**config.mk**
```make
export PLATFORM = sky130hd
export DESIGN_NAME = fetch_unit_flat
export DESIGN_NICKNAME = d
export VERILOG_FILES = /design/src/rtl/fetch_unit_pkg.sv /design/src/rtl/fetch_unit_if.sv /design/src/rtl/fetch_watchdog.sv /design/src/rtl/fetch_unit.sv /design/src/flat_wrapper.sv
export SDC_FILE = /design/constraint.sdc
export NUM_CORES = 1
export LEC_CHECK = 0
export CAP_MARGIN = 15
export CORE_UTILIZATION = 40
export CTS_CLUSTER_DIAMETER = 200
export DETAILED_ROUTE_END_ITERATION = 10
export GPL_TIMING_DRIVEN = 0
export MAX_ROUTING_LAYER = met4
export PLACE_DENSITY = 0.72
export SKIP_CTS_REPAIR_TIMING = 1
export SLEW_MARGIN = 20
export SYNTH_ARGS = -nofsm -noshare
export SYNTH_HDL_FRONTEND = slang
export SYNTH_HIERARCHICAL = 1
export SYNTH_SLANG_ARGS = --single-unit
```
**constraint.sdc**
```tcl
create_clock -name i_CLK -period 3.6 [get_ports i_CLK]
set_input_delay 0.36 -clock i_CLK [delete_from_list [all_inputs] [get_ports i_CLK]]
set_output_delay 0.36 -clock i_CLK [all_outputs]
set_load 0.1 [all_outputs]
```
**src/rtl/fetch_unit_pkg.sv**
```systemverilog
// rtl/fetch_unit_pkg.sv - fetch FSM state encoding and the default fault-substitute word
package fetch_unit_pkg;

    typedef enum logic [1:0] {
        S_REQ   = 2'd0,
        S_WAIT  = 2'd1,
        S_DRAIN = 2'd2,
        S_VALID = 2'd3
    } fetch_state_t;

    // ADDI x0,x0,0
    localparam logic [31:0] NOP_INSTR_DEFAULT = 32'h0000_0013;

endpackage

```
**src/rtl/fetch_unit_if.sv**
```systemverilog
// rtl/fetch_unit_if.sv - instruction-memory request/acknowledge bus
interface fetch_unit_if;

    logic        req;
    logic [31:0] addr;
    logic        ack;
    logic [31:0] rdata;

    modport master (output req, output addr, input ack, input rdata);
    modport slave  (input req, input addr, output ack, output rdata);

endinterface

```
**src/rtl/fetch_watchdog.sv**
```systemverilog
// rtl/fetch_watchdog.sv - memory-response wait counter with single-cycle expiry pulse
module fetch_watchdog #(
    parameter int unsigned TIMEOUT_CYCLES = 255
) (
    input  logic i_CLK,
    input  logic i_RSTn,
    input  logic clear,
    input  logic enable,
    output logic expire
);

    localparam int unsigned CW = $clog2(TIMEOUT_CYCLES + 1);
    localparam logic [CW-1:0] LAST = CW'(TIMEOUT_CYCLES - 1);

    logic [CW-1:0] count;

    always_ff @(posedge i_CLK or negedge i_RSTn) begin
        if (!i_RSTn) begin
            count <= '0;
        end else if (clear) begin
            count <= '0;
        end else if (enable) begin
            count <= count + 1'b1;
        end
    end

    // Fires on the last permitted waiting cycle so the FSM leaves on the next edge.
    assign expire = enable && (count == LAST);

endmodule

```
**src/rtl/fetch_unit.sv**
```systemverilog
// rtl/fetch_unit.sv - RV32I instruction fetch front end; optional watchdog under FETCH_WATCHDOG_EN
module fetch_unit
    import fetch_unit_pkg::*;
#(
    parameter logic [31:0] NOP_INSTR      = NOP_INSTR_DEFAULT,
    parameter int unsigned TIMEOUT_CYCLES = 255
) (
    input  logic        i_CLK,
    input  logic        i_RSTn,
    input  logic [31:0] i_PC,
    input  logic        i_STALL,
    input  logic        i_FLUSH,
    fetch_unit_if.master imem,
    output logic [31:0] o_INSTRUCTION,
    output logic [31:0] o_PC_FETCHED,
    output logic        o_EN,
    output logic        o_FAULT
);

    fetch_state_t state;
    logic [31:0]  addr_q;
    logic         misaligned;
    logic         wd_expire;

    assign misaligned = (i_PC[1:0] != 2'b00);
    assign imem.addr  = {i_PC[31:2], 2'b00};
    assign imem.req   = i_RSTn && (state == S_REQ) && !i_FLUSH && !misaligned;
    assign o_EN       = (state == S_VALID) && !i_STALL && !i_FLUSH;

`ifdef FETCH_WATCHDOG_EN
    logic wd_clear;
    logic wd_enable;

    // Clear on every entry into a waiting state: a new request, or a flush that starts draining.
    assign wd_clear  = imem.req || ((state == S_WAIT) && i_FLUSH && !imem.ack);
    assign wd_enable = ((state == S_WAIT) || (state == S_DRAIN)) && !imem.ack;

    fetch_watchdog #(
        .TIMEOUT_CYCLES(TIMEOUT_CYCLES)
    ) u_watchdog (
        .i_CLK  (i_CLK),
        .i_RSTn (i_RSTn),
        .clear  (wd_clear),
        .enable (wd_enable),
        .expire (wd_expire)
    );
`else
    assign wd_expire = 1'b0;
`endif

    always_ff @(posedge i_CLK or negedge i_RSTn) begin
        if (!i_RSTn) begin
            state         <= S_REQ;
            addr_q        <= '0;
            o_INSTRUCTION <= NOP_INSTR;
            o_PC_FETCHED  <= '0;
            o_FAULT       <= 1'b0;
        end else begin
            o_FAULT <= 1'b0;
            case (state)
                S_REQ: begin
                    if (!i_FLUSH) begin
                        if (misaligned) begin
                            o_INSTRUCTION <= NOP_INSTR;
                            o_PC_FETCHED  <= i_PC;
                            o_FAULT       <= 1'b1;
                            state         <= S_VALID;
                        end else begin
                            addr_q <= imem.addr;
                            state  <= S_WAIT;
                        end
                    end
                end
                S_WAIT: begin
                    if (imem.ack) begin
                        if (i_FLUSH) begin
                            state <= S_REQ;
                        end else begin
                            o_INSTRUCTION <= imem.rdata;
                            o_PC_FETCHED  <= addr_q;
                            state         <= S_VALID;
                        end
                    end else if (i_FLUSH) begin
                        state <= S_DRAIN;
                    end else if (wd_expire) begin
                        o_INSTRUCTION <= NOP_INSTR;
                        o_PC_FETCHED  <= addr_q;
                        o_FAULT       <= 1'b1;
                        state         <= S_VALID;
                    end
                end
                S_DRAIN: begin
                    // The outstanding response must be swallowed before a new request may issue.
                    if (imem.ack || wd_expire) begin
                        state <= S_REQ;
                    end
                end
                S_VALID: begin
                    if (o_EN || i_FLUSH) begin
                        state <= S_REQ;
                    end
                end
                default: state <= S_REQ;
            endcase
        end
    end

endmodule

```
**src/flat_wrapper.sv**
```systemverilog
// flat-port wrapper written by rule: the top's interface ports become plain ports
module fetch_unit_flat import fetch_unit_pkg::*;
#(
    parameter logic [31:0] NOP_INSTR      = NOP_INSTR_DEFAULT,
    parameter int unsigned TIMEOUT_CYCLES = 255
)
  (i_CLK, i_RSTn, i_PC, i_STALL, i_FLUSH, o_INSTRUCTION, o_PC_FETCHED, o_EN, o_FAULT, imem_req, imem_addr, imem_ack, imem_rdata);
  fetch_unit_if imem_i ();
  input  logic i_CLK;
  input  logic i_RSTn;
  input  logic [31:0] i_PC;
  input  logic i_STALL;
  input  logic i_FLUSH;
  output logic [31:0] o_INSTRUCTION;
  output logic [31:0] o_PC_FETCHED;
  output logic o_EN;
  output logic o_FAULT;
  output wire logic [$bits(imem_i.req)-1:0] imem_req;
  output wire logic [$bits(imem_i.addr)-1:0] imem_addr;
  input wire logic [$bits(imem_i.ack)-1:0] imem_ack;
  input wire logic [$bits(imem_i.rdata)-1:0] imem_rdata;
  assign imem_req = imem_i.req;
  assign imem_addr = imem_i.addr;
  assign imem_i.ack = imem_ack;
  assign imem_i.rdata = imem_rdata;
  fetch_unit #(.NOP_INSTR(NOP_INSTR), .TIMEOUT_CYCLES(TIMEOUT_CYCLES)) u_core (.i_CLK(i_CLK), .i_RSTn(i_RSTn), .i_PC(i_PC), .i_STALL(i_STALL), .i_FLUSH(i_FLUSH), .imem(imem_i), .o_INSTRUCTION(o_INSTRUCTION), .o_PC_FETCHED(o_PC_FETCHED), .o_EN(o_EN), .o_FAULT(o_FAULT));
endmodule
```
==> qor.csv, run 1 <==
stage;metric;value;unit
status;outcome;complete, but fails checks;
status;failing checks;DRC;
placement;PortBufs;165;
route;Detailed Route WL;10.1;mm
flow_run;Max Cap Viol;0;
synthesis;Post-synth EDFFs;0;
sta;Setup Skew;0.00777;ns
floorplanning;row count;39;
route;DRC;26;
placement;worst slack, placed;0.686;ns
route;Antenna Nets Post-Route;0;
floorplanning;core area;11500;um^2
sta;unrepaired setup endpoints after global routing;false;
synthesis;Post-Syn Area;4790;um^2
synthesis;Async SR Flop Fraction;100;%
synthesis;area share of xor/xnor cells in the synthesized design;0.183;%
final_layout;Area Overhead vs Synth;46.0;%
global_routing;largest net degree at the start of global routing;75;
final_layout;storage element area;2430;um^2
power;PwrDens;982;nW/um^2
placement;Cells after DPL;668;
sta;worst-margin pin slew;1.02;ns
power;peak supply drop;0.000488;V
power;Int Pwr;3.40;mW
global_routing;first-pass GRT wire length;16.5;mm
route;drt first pass iters;7;
placement;Placed Area;6650;um^2
placement;post-DP HPWL;7.38;mm
power;Leak;3.14;nW
synthesis;Synth Warn #;6;
synthesis;largest cells by area after synthesis;dfrtp_1 49%, mux2_4 16%, mux2_2 9.2%;
floorplanning;chip width;111;um
synthesis;Most used DFF post-synth;dfrtp_1;
power;total power;6.86;mW
floorplanning;starting density of the core;41.6;%
sta;hold_ws;0.437;ns
final_layout;diode count;0;
setup_path;Worst setup SP type;input pin;
floorplanning;die outline area;12400;um^2
power;clock group share of total power;15.2;%
power;Comb pwr share;58.5;%
placement;Placer Congestion;0.685;
route;DRT iter0 DRCs;89;
final_layout;final instance area;6990;um^2
synthesis;main combinational cell family by area after synthesis;multiplexers;
power;Sw Share;50.4;%
route;via/cell ratio;4.69;
global_routing;initial antenna violation count;0;
synthesis;sequential area share after synthesis;50.8;%
cts;clk_lat worst skew;0.34;ns
sta;setup TNS;0;ns
synthesis;adder-cell share of the synthesized area;0;%
cts;htree depth;3;
setup_path;Worst EP required;3.24;ns
synthesis;synth cell count leaders;94 x dfrtp_1, 51 x mux2_4, 39 x mux2_2, 35 x inv_1;
global_routing;global router's overall resource usage;17.3;%
cts;Num CTS Buffers;9;
power;NetSw;3.46;mW
synthesis;synth unique cells;23;
route;WL/cell;14.7;um
setup_path;crit-path max FO;74;
synthesis;largest area contributor in the synthesized netlist;dfrtp_1;
setup_path;Crit. End Element;output port;
cts;CTS Sinks;97;
final_layout;Nets;606;
setup_path;critical path arrival;2.94;ns
cts;clock-pin slew on the worst setup and hold paths;0.07;ns
power;sequential power share;26.3;%
synthesis;synthesized instance count;358;
sta;Tcrit/Tclk final;91.5;%
cts;Max Root-Sink Buffers;2;
final_layout;Layout fillers;956;
final_layout;Multi-input gate area;1800;um^2
global_routing;GRT overflow;0;
synthesis;most common cell in the netlist;dfrtp_1;
sta;FMAX;0.303;GHz
final_layout;Final Non-Filler Cells;685;
sta;final hold vios;0;
synthesis;fraction of synthesized area in multiplexers;32.7;%
synthesis;post-synthesis simple-gate area fraction;4.13;%
floorplanning;I/O pin count;168;
route;via count;3213;
synthesis;top-area cell type share of the netlist area;49.1;%
sta;Final Max Slew Viols;0;
setup_path;Crit Path Category;in2out;
global_routing;vias in the first global route;3364;
final_layout;share of post-route cells with drive strength above 1;30.1;%
sta;final-report setup violation count;0;
sta;Final Critical Period;3.30;ns
synthesis;Compound-Gate Fraction of Synth Area;0.418;%
synthesis;synthesized area per cell;13.4;um^2
synthesis;Seq cells post-synth;97;
sta;Rel. slew slack;31.7;%
final_layout;post-layout util;60.7;%
floorplanning;die height;111;um
sta;setup ws final;0.304;ns
cts;CTS tree;built;
hold_path;Hold WC Path Type;in2async;
cts;CTS root buffer;clkbuf_16;
## cell families after synthesis
logic type | Yosys count
multiplexers | 125
flip-flops | 97
buffers and inverters | 85
AND/OR/NAND/NOR | 47
AO/OA/AOI/OAI | 2
XOR/XNOR | 1
other | 1
## power by group through the flow
stage          sequential (mW)  combinational, mW  clock, mW
2_1_floorplan             3.87               1.06          0
3_3_place_gp              1.80               3.99          0
4_1_cts                   1.81               4.04       1.07
6_report                  1.80               4.02       1.04
5_1_grt                   1.86               4.14       1.11
3_5_place_dp              1.82               4.03          0
## cell type report
cell class / count / share of cell area (%)
Sequential cell: 97 / 34.8
Multi-Input combinational cell: 177 / 25.8
Timing Repair Buffer: 167 / 24.2
Buffer: 50 / 6.10
Clock buffer: 10 / 3.42
Tap cell: 143 / 2.56
Inverter: 35 / 1.88
Clock inverter: 6 / 1.31
## placed cells by master, fill, tap and decap left out, drive strengths merged
master	n
clkbuf	11
mux2i	34
nand2	34
inv	35
dlygate4sd3	1
nand2b	1
clkdlybuf4s50	164
nor3	3
nor2	5
clkinvlp	3
a21oi	1
dfrtp	94
mux2	90
nor2b	3
dfstp	3
buf	51
mux4	1
clkinv	1
conb	2
bufinv	2
xor2	1
a2111oi	1
and3	1
## state kept, by name, summed over array words and instances, names as in the netlist
| register | count |
|---|---|
| u_core/o_INSTRUCTION | 32 |
| u_core/o_PC_FETCHED | 32 |
| u_core/addr_q | 30 |
| u_core/state | 2 |
| u_core/o_FAULT | 1 |
## layer usage
metal	track usage, %	vias up	part of all wire [%]	wire length, um
met5	-	-	0	0
met2	27.5	113	49	4920
met1	21.9	1582	43	4340
met4	6.94	0	1.6	161
met3	3.27	13	6.4	641
li1	-	1505	-	-
## worst max-delay path, cell delays in order
cell and delay [ns]:
dlygate4sd3_1 0.54, buf_6 0.26, buf_16 0.36, and3_1 0.21, clkdlybuf4s50_1 1.16
## worst paths after layout
kind | from | endpoint | slack (ns) | depth (start not counted)
max | i_RSTn | imem_req | 0.30 | 5
max in group asynchronous | i_RSTn | u_core/o_INSTRUCTION[7] | 2.52 | 3
min in group i_CLK | u_core/o_INSTRUCTION[4] | u_core/o_INSTRUCTION[4] | 0.47 | 2
min | i_RSTn | u_core/o_PC_FETCHED[25] | 0.44 | 2
min reg2reg | u_core/o_INSTRUCTION[4] | u_core/o_INSTRUCTION[4] | 0.47 | 2
max reg2reg | u_core/state[0] | u_core/o_PC_FETCHED[16] | 1.87 | 5
Power figures use the tool's default switching activity.
==> run 2, diff against run 1 <==
--- a/config.mk
+++ b/config.mk
@@ -7,6 +7,7 @@
 export LEC_CHECK = 0
 export CAP_MARGIN = 15
 export CORE_UTILIZATION = 40
+export CTS_BUF_LIST = sky130_fd_sc_hd__clkbuf_16
 export CTS_CLUSTER_DIAMETER = 200
 export DETAILED_ROUTE_END_ITERATION = 10
 export GPL_TIMING_DRIVEN = 0
==> run 2 against run 1 <==
Non-clock buffer count stayed put. Setup slack hardly changed. Flip-flop and latch count stayed put. Largest power group unchanged. Hold slack worse by 0.00052 ns. Power is 0.37% lower. Critical endpoint unchanged. Clock-buffer cell count is 1 lower. Die area stayed put. Fmax hardly changed. Sequential power hardly changed. The run still ends with DRC left.
==> qor.csv, run 2 (synthesized netlist as in run 1, its figures left out) <==
stage;metric;value;unit
status;outcome;complete, but fails checks;
status;failing checks;DRC;
cts;CTS tree;built;
setup_path;RR Startpoint;u_core/state[0];
sta;Rel. slew slack;31.7;%
final_layout;diode count;0;
setup_path;Crit. End Element;output port;
setup_path;R2R setup slack;1.88;ns
setup_path;Crit Path Category;in2out;
cts;Num CTS Buffers;9;
power;peak supply drop;0.000488;V
global_routing;global router's overall resource usage;17.3;%
flow_run;Max Cap Viol;0;
floorplanning;I/O pin count;168;
global_routing;vias in the first global route;3368;
floorplanning;die height;111;um
sta;worst-margin pin slew;1.02;ns
global_routing;GRT overflow;0;
setup_path;critical path's slowest cell;clkdlybuf4s50_1;
setup_path;slowest stage delay, CP;1.16;ns
cts;clock-pin slew on the worst setup and hold paths;0.07;ns
setup_path;critical path arrival;2.94;ns
final_layout;Nets;606;
sta;Final Max Slew Viols;0;
route;drt first pass iters;7;
setup_path;Worst R2R Path Depth;5;
sta;final-report setup violation count;0;
hold_path;Hold WC Path Type;in2async;
cts;CTS Sinks;97;
final_layout;biggest regs;u_core/o_INSTRUCTION: 32 flops, u_core/o_PC_FETCHED: 32 flops, u_core/addr_q: 30 flops;
final_layout;most common cell after layout, fill and taps aside;clkdlybuf4s50_1;
final_layout;final instance area;6980;um^2
cts;clk_lat worst skew;0.34;ns
floorplanning;row count;39;
setup_path;Worst EP required;3.24;ns
cts;CTS root buffer;clkbuf_16;
route;DRC;26;
sta;final hold vios;0;
floorplanning;die outline area;12400;um^2
placement;post-DP HPWL;7.38;mm
placement;PortBufs;165;
final_layout;Area Overhead vs Synth;45.8;%
power;total power;6.84;mW
setup_path;crit-path max FO;74;
sta;hold_ws;0.437;ns
final_layout;share of post-route cells with drive strength above 1;29.9;%
route;DRT iter0 DRCs;92;
setup_path;critical-path cell list;dlygate4sd3_1 > buf_6 > buf_16 > and3_1 > clkdlybuf4s50_1;
placement;Placer Congestion;0.685;
floorplanning;core area;11500;um^2
floorplanning;chip width;111;um
route;WL/cell;14.7;um
route;Detailed Route WL;10.0;mm
sta;Final Critical Period;3.30;ns
route;via count;3221;
global_routing;initial antenna violation count;0;
route;via/cell ratio;4.70;
sta;FMAX;0.303;GHz
final_layout;most frequent cells in the layout;164 x clkdlybuf4s50_1, 94 x dfrtp_1, 51 x mux2_4;
cts;htree depth;3;
sta;Tcrit/Tclk final;91.6;%
power;Leak;3.14;nW
sta;Setup Skew;0.00807;ns
global_routing;first-pass GRT wire length;16.5;mm
final_layout;Layout fillers;956;
setup_path;Reg2Reg Capture Point;u_core/o_PC_FETCHED[16];
power;PwrDens;980;nW/um^2
placement;Cells after DPL;668;
cts;Max Root-Sink Buffers;2;
final_layout;Final Non-Filler Cells;685;
sta;unrepaired setup endpoints after global routing;false;
floorplanning;starting density of the core;41.6;%
final_layout;post-layout util;60.6;%
global_routing;largest net degree at the start of global routing;75;
route;Antenna Nets Post-Route;0;
setup_path;Worst setup SP type;input pin;
placement;Placed Area;6650;um^2
## run 2: changes by cell type in the layout (fill, tap and decap cells not counted)
cell / delta
clkinv_1: +1
clkbuf_8: -1
## run 2: how the worst max path moves through the flow
stage | startpoint | slack, ns | end
floorplan | u_core/state[0] | 0.71 | o_EN
global placement | i_RSTn | -2.55 | imem_req
detailed placement | i_FLUSH | 0.69 | imem_req
CTS | i_FLUSH | 0.69 | imem_req
global route | i_RSTn | 0.17 | imem_req
finish | i_RSTn | 0.30 | imem_req
## run 2: critical path, delay by kind of cell
kind / cells / cell delay (ns)
buffers and inverters: 4 / 2.31
AND/OR/NAND/NOR: 1 / 0.21
## run 2: stage by stage
step	setup TNS, ns	worst slack (ns)
floorplan	0	0.705
global placement	-145.50	-2.55
detailed placement	0	0.686
CTS	0	0.685
global route	0	0.167
finish	0	0.304
## run 2: final cells by class
type / count / area (um^2) / area share, %
sequential: 97 / 2430 / 34.8
multi-input combinational: 177 / 1800 / 25.8
timing repair buffer: 167 / 1690 / 24.2
buffer: 50 / 427 / 6.11
clock buffer: 9 / 225 / 3.23
tap: 143 / 179 / 2.56
inverter: 35 / 131 / 1.88
clock inverter: 7 / 95.1 / 1.36
## run 2: per-layer routing
| metal | share of wire (%) | global-route usage (%) | wire length (um) | up-vias |
|---|---|---|---|---|
| met2 | 49 | 27.5 | 4880 | 114 |
| met3 | 6.4 | 3.27 | 641 | 14 |
| li1 | - | - | - | 1507 |
| met4 | 1.8 | 6.94 | 180 | 0 |
| met5 | 0 | - | 0 | - |
| met1 | 43 | 21.9 | 4330 | 1586 |
## run 2: power by group
part / total [mW] / internal [mW] / switching [mW]
logic: 4.02 / 1.22 / 2.80
registers: 1.80 / 1.55 / 0.248
clock network: 1.02 / 0.608 / 0.412
